[src/rtl/regfile_port_arbiter.sv]
// Two-client round-robin arbiter in front of the 8x8 register file.
// Grants at most one access per cycle, with a bounded lock that lets a
// client keep the grant for read-modify-write sequences. Drives the
// register file's read/write ports and returns registered read data.
module regfile_port_arbiter #(
  parameter int DATA_W   = 8,
  parameter int ADDR_W   = 3,
  parameter int LOCK_MAX = 4
) (
  input  logic              clk,
  input  logic              rst_n,
  input  logic              req0,
  input  logic              req1,
  input  logic              lock0,
  input  logic              lock1,
  input  logic              we0,
  input  logic              we1,
  input  logic [ADDR_W-1:0] addr0,
  input  logic [ADDR_W-1:0] addr1,
  input  logic [DATA_W-1:0] wdata0,
  input  logic [DATA_W-1:0] wdata1,
  output logic              gnt0,
  output logic              gnt1,
  output logic              rvalid0,
  output logic              rvalid1,
  output logic [DATA_W-1:0] rdata0,
  output logic [DATA_W-1:0] rdata1,
  output logic [ADDR_W-1:0] rf_read_1,
  output logic [ADDR_W-1:0] rf_write,
  output logic              rf_write_signal,
  output logic [DATA_W-1:0] rf_in_data,
  input  logic [DATA_W-1:0] rf_out_data_1
);

  localparam int CNT_W = $clog2(LOCK_MAX + 1);
  localparam logic [CNT_W-1:0] LOCK_MAX_C = CNT_W'(LOCK_MAX);
  localparam logic [CNT_W-1:0] ONE_C      = CNT_W'(1);

  typedef enum logic [1:0] {IDLE, LOCK0, LOCK1} state_t;

  state_t            state, state_next;
  logic              last, last_next;
  logic [CNT_W-1:0]  lcnt, lcnt_next;
  logic [CNT_W-1:0]  lcnt_inc;
  logic              sel0, sel1;
  logic              hold0, hold1;

  logic              wr_go, rd_go;
  logic [ADDR_W-1:0] addr_sel;
  logic [DATA_W-1:0] wdata_sel;
  logic [ADDR_W-1:0] rd_addr_q, wr_addr_q;
  logic [DATA_W-1:0] wdata_q;

  assign lcnt_inc = lcnt + ONE_C;

  // Arbitration: a lock owner that still requests wins outright, otherwise
  // a tie goes to the client that was not granted last.
  always_comb begin
    hold0 = (state == LOCK0) && req0;
    hold1 = (state == LOCK1) && req1;
    sel0  = 1'b0;
    sel1  = 1'b0;
    if (hold0) begin
      sel0 = 1'b1;
    end else if (hold1) begin
      sel1 = 1'b1;
    end else if (req0 && req1) begin
      sel0 = last;
      sel1 = !last;
    end else begin
      sel0 = req0;
      sel1 = req1;
    end
  end

  // State register: FSM state, round-robin pointer and lock counter.
  always_ff @(posedge clk or negedge rst_n) begin
    if (!rst_n) begin
      state <= IDLE;
      last  <= 1'b1;
      lcnt  <= '0;
    end else begin
      state <= state_next;
      last  <= last_next;
      lcnt  <= lcnt_next;
    end
  end

  // Next-state logic: enter or extend a lock, forcing release once the
  // owner has held the grant for LOCK_MAX consecutive cycles.
  always_comb begin
    state_next = IDLE;
    lcnt_next  = '0;
    last_next  = last;
    if (sel0) begin
      last_next = 1'b0;
      if (hold0) begin
        if (lock0 && (lcnt_inc < LOCK_MAX_C)) begin
          state_next = LOCK0;
          lcnt_next  = lcnt_inc;
        end
      end else if (lock0 && (ONE_C < LOCK_MAX_C)) begin
        state_next = LOCK0;
        lcnt_next  = ONE_C;
      end
    end else if (sel1) begin
      last_next = 1'b1;
      if (hold1) begin
        if (lock1 && (lcnt_inc < LOCK_MAX_C)) begin
          state_next = LOCK1;
          lcnt_next  = lcnt_inc;
        end
      end else if (lock1 && (ONE_C < LOCK_MAX_C)) begin
        state_next = LOCK1;
        lcnt_next  = ONE_C;
      end
    end
  end

  // Output logic: grants are suppressed while reset is held; the register
  // file ports follow the granted client and otherwise keep their last value.
  always_comb begin
    gnt0            = sel0 && rst_n;
    gnt1            = sel1 && rst_n;
    addr_sel        = gnt1 ? addr1 : addr0;
    wdata_sel       = gnt1 ? wdata1 : wdata0;
    wr_go           = (gnt0 && we0) || (gnt1 && we1);
    rd_go           = (gnt0 && !we0) || (gnt1 && !we1);
    rf_write_signal = wr_go && (addr_sel != '0);
    rf_write        = wr_go ? addr_sel  : wr_addr_q;
    rf_in_data      = wr_go ? wdata_sel : wdata_q;
    rf_read_1       = rd_go ? addr_sel  : rd_addr_q;
  end

  // Remember the last driven register file address/data so idle cycles
  // do not toggle the ports.
  always_ff @(posedge clk or negedge rst_n) begin
    if (!rst_n) begin
      rd_addr_q <= '0;
      wr_addr_q <= '0;
      wdata_q   <= '0;
    end else begin
      if (rd_go) begin
        rd_addr_q <= addr_sel;
      end
      if (wr_go) begin
        wr_addr_q <= addr_sel;
        wdata_q   <= wdata_sel;
      end
    end
  end

  // Read response: one-cycle valid pulse, data held until the next read
  // for that client; register 0 always returns zero.
  always_ff @(posedge clk or negedge rst_n) begin
    if (!rst_n) begin
      rvalid0 <= 1'b0;
      rvalid1 <= 1'b0;
      rdata0  <= '0;
      rdata1  <= '0;
    end else begin
      rvalid0 <= gnt0 && !we0;
      rvalid1 <= gnt1 && !we1;
      if (gnt0 && !we0) begin
        rdata0 <= (addr0 == '0) ? '0 : rf_out_data_1;
      end
      if (gnt1 && !we1) begin
        rdata1 <= (addr1 == '0) ? '0 : rf_out_data_1;
      end
    end
  end

endmodule

[config.mk]
export PLATFORM = sky130hd
export DESIGN_NAME = regfile_port_arbiter
export DESIGN_NICKNAME = d
export VERILOG_FILES = /design/src/rtl/regfile_port_arbiter.sv
export SDC_FILE = /design/constraint.sdc
export NUM_CORES = 1
export LEC_CHECK = 0
export ABC_AREA = 0
export CORE_UTILIZATION = 25
export CTS_BUF_LIST = sky130_fd_sc_hd__clkbuf_16
export DETAILED_ROUTE_END_ITERATION = 16
export GPL_TIMING_DRIVEN = 1
export SYNTH_ARGS = -nofsm -noshare
export SYNTH_HDL_FRONTEND = slang
export SYNTH_SLANG_ARGS = --single-unit
export TNS_END_PERCENT = 50
[constraint.sdc]
create_clock -name clk -period 6.49 [get_ports clk]
set_clock_uncertainty 0.15 [all_clocks]
set_input_delay 0.9735 -clock clk [delete_from_list [all_inputs] [get_ports clk]]
set_output_delay 0.9735 -clock clk [all_outputs]
set_load 0.02 [all_outputs]
Word-level counts from Yosys, hierarchy flattened --
Index checks and enable logic that the tools add are counted.
Operators by class: reduce and logical (&&, ||, !) cells 21, order comparisons 1, add/subtract/negate cells 1, equality and inequality tests 2, multiplexer cells 31
Operators by type and width (count):
- $mux W8 | 4
- $mux W3 | 9
- $logic_and A1 B1 Y1 | 12
- $mux W1 | 12
- $mux W2 | 6
- $logic_not A3 Y1 | 2
- $add A3 B1 Y3 const B | 1
- $logic_not A1 Y1 | 3
- $lt A3 B3 Y1 const B | 1
- $reduce_bool A3 Y1 | 1
- $eq A2 B1 Y1 const B | 1
- $eq A2 B2 Y1 const B | 1
- $logic_or A1 B1 Y1 | 2
- $reduce_bool A2 Y1 | 1
Word-level totals: bits in registers 38

Logic depth before layout (Yosys ltp) --
Gate-level depths: netlist (run 1).
depth after elaboration 8, gate-level depth with buffers 5

Worst setup path before layout (run 1) --
Ideal clock, no wire load.
path kind input to output, start input rst_n, end output rf_in_data[0], setup slack 3270 ps, path buffers 1, stages 5, arrival time 2096 ps, cell sequence nand2_1 > a31oi_4 > buf_6 > mux2_4 > mux2_4
On the way: cells in the longest elaborated chain, start to end 4
RTL lines:
- start: declaration | line 11 | input logic rst_n,
- $logic_and A1 B1 Y1 * | line 124 | gnt1 = sel1 && rst_n;
- named net gnt1 | line 23 | output logic gnt1,
- $logic_and A1 B1 Y1 | line 127 | wr_go = (gnt0 && we0) || (gnt1 && we1);
- $logic_or A1 B1 Y1 | line 127
- $mux W8 * | line 131 | rf_in_data = wr_go ? wdata_sel : wdata_q;
- end: declaration | line 31 | output logic [DATA_W-1:0] rf_in_data,
The timed path passes the listed nets; every way through them passes the cells marked *.

Worst setup path after layout (run 1) --
start input req0, end output rf_in_data[7]
On the way: cells in the longest elaborated chain, start to end 8
RTL lines:
- start: declaration | line 12 | input logic req0,
- $logic_and A1 B1 Y1 | line 67 | end else if (req0 && req1) begin
- $mux W1 | line 67
- $mux W1 | line 65 | end else if (hold1) begin
- $mux W1 | line 63 | if (hold0) begin
- $logic_and A1 B1 Y1 (on tied branches) | line 123, 124
- $logic_and A1 B1 Y1 | line 127
- $logic_or A1 B1 Y1 | line 127
- $mux W8 * | line 131
Mark *: on every way between the ends. The rest lies on a longest branch, timed or not.

==> run summary, run 1 <==
Share of the synthesized netlist area taken by xor and xnor gates: 0.00477
Routability congestion estimate from global placement: 0.730
Crit path cell chain: clkdlybuf4s50_1 > a31oi_4 > a32oi_2 > mux2_2 > clkdlybuf4s50_1
Critical Path AT: 3.68 ns
Total power consumption of the routed design: 0.811 mW
Maximum level of the CTS H-tree: 2
Commonest cells after routing, fill and taps aside: 71 x clkdlybuf4s50_1, 37 x dfrtp_1, 36 x nand2_1
Synthesized instance count: 161
Share of cell area taken by muxes after synthesis: 0.175
CTS tree: done
Share of the clock period used by the worst path: 0.740
Placement Rows: 30
Number of slew-limit violations in the final report: 0
Worst hold path type: reg2reg
Adder-cell share of the synthesized area: 0.00682
# hold bufs at CTS: 0
Final WL: 4.53 mm
Result of the run: finished clean
Fin Setup TNS: 0 ns
Total of max-cap violations: 0
Post-route antenna net violation count: 0
Setup-failing EPs final: 0
Number of detailed-route iterations in the first pass: 4
Die ar.: 7690 µm²
Most common cell after layout, fill and taps aside: clkdlybuf4s50_1
Actual slew at the worst max-slew pin: 0.965 ns
DRC violation count after routing: 0
Port Buffer Count: 72
Post-synthesis area per instance: 11.4 µm²
HPWL reported at the end of detailed placement: 3.33 mm
Simple-gate share of the synthesized area: 0.113
Kind of critical path: in2out
Register area: 952 µm²
Worst slew margin relative to its limit: 0.357
Count of inserted antenna diode cells: 0
Hold Violations, Final: 0
Number of global-route vias before repair: 1481
Critical path launch point type: input pin
Post-synth net total: 200
Via-to-Cell Ratio: 4.37
Antenna violations before repair: 0
Max incr delay on CP: 0.85 ns
Total core area: 6940 µm²
Number of nets at the end of the flow: 272
Predominant post-synthesis flop cell: dfrtp_1
Number of vias in the routed layout: 1443
Share of the synthesized area in compound gates (AO/OA/AOI/OAI): 0.142
Endpoint class of the critical path: output pin
Largest net degree at the start of global routing: 42
Global-route congestion overflow total: 0
Top achievable clock speed: 208 MHz
Max IR drop VDD: 0.000101 V
Power density over the cells: 293 nW/µm²
Cell Area, Synth: 1840 µm²
Post-CTS setup buffer count: 0
RSZ-0062 raised after global routing: no
Yosys warnings: 0
Fill cell instance count of the final layout: 678
Placed Cells: 322
Average routed wire per standard cell: 13.7 µm
Number of CTS-inserted buffers: 5
Number of synthesized flops with an enable pin: 0
Unique cell type count in the Yosys netlist: 35
Worst path most repeated cell: clkdlybuf4s50_1
Final cell count without fillers: 330
Register bit total from synthesis: 38
Combined area of the multi-input logic cells: 815 µm²
Crit path max fanout: 14
Register clock-pin slew on the reported worst setup and hold paths: 0.06 ns
Post-route minimum period: 4.80 ns
Initial cell density of the core: 0.264
Die width: 87.7 µm
Latest clock arrival within the worst-skew pair: 0.28 ns
Gates resized, CTS repair: 0
Dominant combinational cell family by area after synthesis: multiplexers
Root buffer cell: clkbuf_16
Maximum buffer depth of the clock tree: 2
Overall track demand over capacity in global routing: 0.122
Number of violations reported at the end of detailed-routing iteration 0: 70
Post-synthesis to final-layout area growth: 50.9%
Global-route wire length before repair: 7.11 mm
Number of sinks on the clock net: 38
Data required time at the worst endpoint: 5.37 ns
Slowest CP cell: a32oi_2
Asr flop ratio synth: 1.00
Boundary Pins: 73
Fraction of final layout cells with drive strength greater than 1: 0.171
Fraction of the yosys area taken by sequential cells: 0.519
Die Ht: 87.7 µm
Static leakage: 1.24 nW
## stage by stage
| step | hold WS [ns] | util | cell area (µm²) | setup slack (ns) |
|---|---|---|---|---|
| after detailed placement | 0.324 | 0.379 | 2630 | 1.63 |
| after global routing | 0.348 | 0.399 | 2770 | 1.54 |
| final | 0.334 | 0.399 | 2770 | 1.69 |
| after CTS | 0.337 | 0.399 | 2770 | 1.62 |
| after floorplan | 0.347 | - | 1840 | 3.27 |
| after global placement | 0.319 | 0.379 | 2630 | 1.67 |
## cells by family after synthesis
kind of cell             after synthesis
flip-flops                            38
AO/OA/AOI/OAI                         36
multiplexers                          23
buffers and inverters                 14
AND/OR/NAND/NOR                       47
adder cells (fa/ha/maj)                1
other                                  1
XOR/XNOR                               1
## area by class of cell
cell class,count,share of cell area
well taps,96,0.0434
clock inverters,3,0.00452
repair buffers,73,0.261
multi-input cells,109,0.294
clock buffers,5,0.0452
flip-flops and latches,38,0.344
inverters,6,0.00813
## report_power, final
part	total, mW	internal, mW	switching, mW
clock	0.230	0.139	0.0914
sequential	0.305	0.284	0.0208
combinational	0.276	0.146	0.130
## synth_stat cells, drive strengths merged (2+ instances only)
| master | n | share of area |
|---|---|---|
| nand2 | 36 | 0.074 |
| dfrtp | 37 | 0.50 |
| mux2 | 22 | 0.17 |
| o21ai | 18 | 0.049 |
| o22ai | 3 | 0.010 |
| nor2 | 3 | 0.0061 |
| inv | 6 | 0.012 |
| a31oi | 6 | 0.032 |
| buf | 4 | 0.017 |
| clkbuf | 4 | 0.0082 |
| nor3b | 2 | 0.0082 |
| or3 | 2 | 0.0068 |
## per-layer routing
layer / wire, µm / track usage / vias up
met5: 0 / 0 / -
met4: 36 / 0.0358 / 0
met3: 338 / 0.0377 / 5
met2: 2040 / 0.199 / 55
met1: 2120 / 0.156 / 684
li1: - / - / 699
## final timing paths
kind                                  startpoint                     to  slack (ns)  depth (start not counted)
setup / recovery                            req0          rf_in_data[7]        1.69                          5
hold / removal             rdata1[3]$_DFFE_PN0P_  rdata1[3]$_DFFE_PN0P_        0.33                          2
setup reg to reg                last$_DFFE_PN1P_   wdata_q[7]$_DFF_PN0_        3.96                          4
hold reg to reg            rdata1[3]$_DFFE_PN0P_  rdata1[3]$_DFFE_PN0P_        0.33                          2
max in group asynchronous                  rst_n       last$_DFFE_PN1P_        5.19                          2
min in group asynchronous                  rst_n   wdata_q[7]$_DFF_PN0_        0.64                          2
## registers in the layout (all words and copies together) (netlist names)
name and flops:
rdata0 8, lcnt 3, rdata1 8, rd_addr_q 3, wr_addr_q 3, rvalid0 1, state 2, last 1
rvalid1 1, wdata_q 8
## worst max-delay path: cells and delay by family
| family | cells | cell delay, ns |
|---|---|---|
| compound gates | 2 | 1.14 |
| buf+inv | 2 | 1.14 |
| mux | 1 | 0.43 |
No activity file was read; power rests on OpenSTA's default activity.
==> inputs of run 2 (changes only) <==
clock period = 5 ns   (was 6.49 ns; I/O delays follow)
==> run 2 against run 1 <==
Against the previous run:
- cell count did not move
- combinational power rose by 30%
- setup slack got worse by 0.90 ns
- utilization barely moved
- sequential cell count did not move
- routed wire length rose by 0.73%
- die area did not move
- cell area barely moved
- sequential power rose by 30%
- clock power rose by 27%
- critical path type unchanged
- critical endpoint is now rf_read_1[2]
==> run summary, run 2 (synthesis gave the netlist of run 1 again) <==
Boundary Pins: 73 (unchanged)
Share of the clock period used by the worst path: 0.843
Power density over the cells: 377 nW/µm² (+29%)
Fraction of the core area covered by cells at the end of the flow: 0.399 (about the same)
Most common cell after layout, fill and taps aside: clkdlybuf4s50_1
Actual slew at the worst max-slew pin: 0.957 ns (-0.00781 ns)
Endpoint class of the critical path: output pin
Final cell count without fillers: 330 (unchanged)
Crit path cell chain: clkdlybuf4s50_1 > nand2_1 > a311o_1 > o22ai_1 > a31oi_1 > clkdlybuf4s50_1
Number of cells on the worst reg-to-reg path: 4 (unchanged)
Slowest CP cell: a311o_1
Cell class contributing the biggest share of worst-path delay: compound AO/OA/AOI/OAI gates
Post-route minimum period: 4.22 ns
Max incr delay on CP: 0.71 ns (-0.14 ns)
Placed Cells: 323 (+0.31%)
Number of global-route vias before repair: 1467 (-0.95%)
DRC violation count after routing: 0 (unchanged)
Global-route wire length before repair: 7.36 mm (+3.6%)
Total core area: 6940 µm² (unchanged)
Port Buffer Count: 72 (unchanged)
Placement Rows: 30 (unchanged)
Number of violations reported at the end of detailed-routing iteration 0: 34 (-51%)
Met3 Usage GRT: 0.0349 (-0.00283)
Gates resized, CTS repair: 0 (unchanged)
Data required time at the worst endpoint: 4.10 ns (-1.27 ns)
Number of CTS-inserted buffers: 5 (unchanged)
Kind of critical path: in2out
Combined area of the multi-input logic cells: 815 µm² (unchanged)
Fraction of final layout cells with drive strength greater than 1: 0.171 (unchanged)
Post-synthesis to final-layout area growth: 51.1% (about the same)
Number of detailed-route iterations in the first pass: 4 (unchanged)
Worst slew margin relative to its limit: 0.362 (+0.00521)
GR Util met1: 0.172 (+0.0167)
Routability congestion estimate from global placement: 0.770 (+5.5%)
Count of buffer and inverter cells on the critical path: 2 (unchanged)
Overall track demand over capacity in global routing: 0.128 (+0.00593)
Post-route antenna net violation count: 0 (unchanged)
Global-route congestion overflow total: 0 (unchanged)
Fin Setup TNS: 0 ns (unchanged)
Number of slew-limit violations in the final report: 0 (unchanged)
Register clock-pin slew on the reported worst setup and hold paths: 0.06 ns (about the same)
HPWL reported at the end of detailed placement: 3.27 mm (-1.7%)
Max IR drop VDD: 0.000202 V (+99%)
Post-CTS setup buffer count: 0 (unchanged)
Critical path launch point type: input pin
Leading registers by flop count: rdata0 (8), rdata1 (8), wdata_q (8)
Result of the run: finished clean
RSZ-0062 raised after global routing: no
Register area: 952 µm² (unchanged)
Antenna violations before repair: 0 (unchanged)
Worst path most repeated cell: clkdlybuf4s50_1
Number of nets at the end of the flow: 273 (+0.37%)
Met2 capacity usage during global routing: 0.193 (-0.00568)
CTS tree: done
Worst hold path type: in2async
Average routed wire per standard cell: 13.8 µm (+0.73%)
Maximum buffer depth of the clock tree: 2 (unchanged)
Setup-failing EPs final: 0 (unchanged)
Die Ht: 87.7 µm (unchanged)
Crit path max fanout: 23 (+9)
Maximum level of the CTS H-tree: 2 (unchanged)
FF-to-FF End: wr_addr_q[2]$_DFF_PN0_
Total of max-cap violations: 0 (unchanged)
Count of inserted antenna diode cells: 0 (unchanged)
R2r setup slk: 2.67 ns (-1.29 ns)
# hold bufs at CTS: 0 (unchanged)
Final WL: 4.57 mm (+0.73%)
Root buffer cell: clkbuf_16
Critical Path AT: 3.32 ns (-0.36 ns)
Largest net degree at the start of global routing: 31 (-26%)
Static leakage: 1.25 nW (+0.41%)
Busiest layer in global routing: met2
Die ar.: 7690 µm² (unchanged)
Commonest cells after routing, fill and taps aside: 71 x clkdlybuf4s50_1, 37 x dfrtp_1, 36 x nand2_1
Hold Violations, Final: 0 (unchanged)
Top achievable clock speed: 237 MHz
Die width: 87.7 µm (unchanged)
Number of vias in the routed layout: 1452 (+0.62%)
Via-to-Cell Ratio: 4.40 (+0.62%)
Latest clock arrival within the worst-skew pair: 0.28 ns (about the same)
Initial cell density of the core: 0.264 (unchanged)
Number of sinks on the clock net: 38 (unchanged)
Fill cell instance count of the final layout: 685 (+1.0%)
Cell depth of the worst setup path: 6 (+1)
Source of the worst register-to-register timing path: state[0]$_DFF_PN0_
[run 2: cell types whose count changed in the layout (fill, tap and decap cells not counted)]
cell and delta:
clkinv_2 -1, clkinv_1 -1, buf_4 +1, inv_1 +1
[run 2: power by group]
group | internal, mW | switching [mW]
Sequential | 0.369 | 0.0275
Clock | 0.178 | 0.112
Combinational | 0.190 | 0.169
Total | 0.738 | 0.309
[run 2: cell type report]
class | count | area share
clock buffers | 5 | 0.0451
well taps | 96 | 0.0433
multi-input cells | 109 | 0.294
inverters | 6 | 0.00812
repair buffers | 74 | 0.264
clock inverters | 2 | 0.00271
flip-flops and latches | 38 | 0.343
[run 2: metal layers]
layer / share of wire / vias up
met1: 0.47 / 689
li1: - / 699
met2: 0.45 / 57
met5: 0 / -
met3: 0.065 / 7
met4: 0.015 / 0
[run 2: per-stage QoR]
| step | total power, mW | hold slack (ns) | cell area, µm² | setup slack, ns |
|---|---|---|---|---|
| after detailed placement | 0.764 | 0.323 | 2640 | 0.749 |
| after global placement | 0.760 | 0.315 | 2640 | 0.800 |
| after global routing | 1.11 | 0.209 | 2770 | 0.556 |
| after floorplan | 0.585 | 0.304 | 1840 | 2.23 |
| final | 1.05 | 0.190 | 2770 | 0.785 |
| after CTS | 1.06 | 0.192 | 2770 | 0.750 |
[run 2: worst max-delay path by stage]
stage | from | to | slack, ns
final | req1 | rf_read_1[2] | 0.78
after global routing | req1 | rf_read_1[2] | 0.56
after CTS | req1 | rf_read_1[2] | 0.75
after detailed placement | req1 | rf_read_1[2] | 0.75
after global placement | req1 | rf_write[2] | 0.80
after floorplan | rst_n | rf_in_data[0] | 2.23
[run 2: worst reg2reg max path, cell delays in order (launching register included)]
cell and delay (ns):
dfrtp_1 0.45, o21bai_2 0.19, a31oi_2 0.16, a32oi_2 0.82, mux2_2 0.43
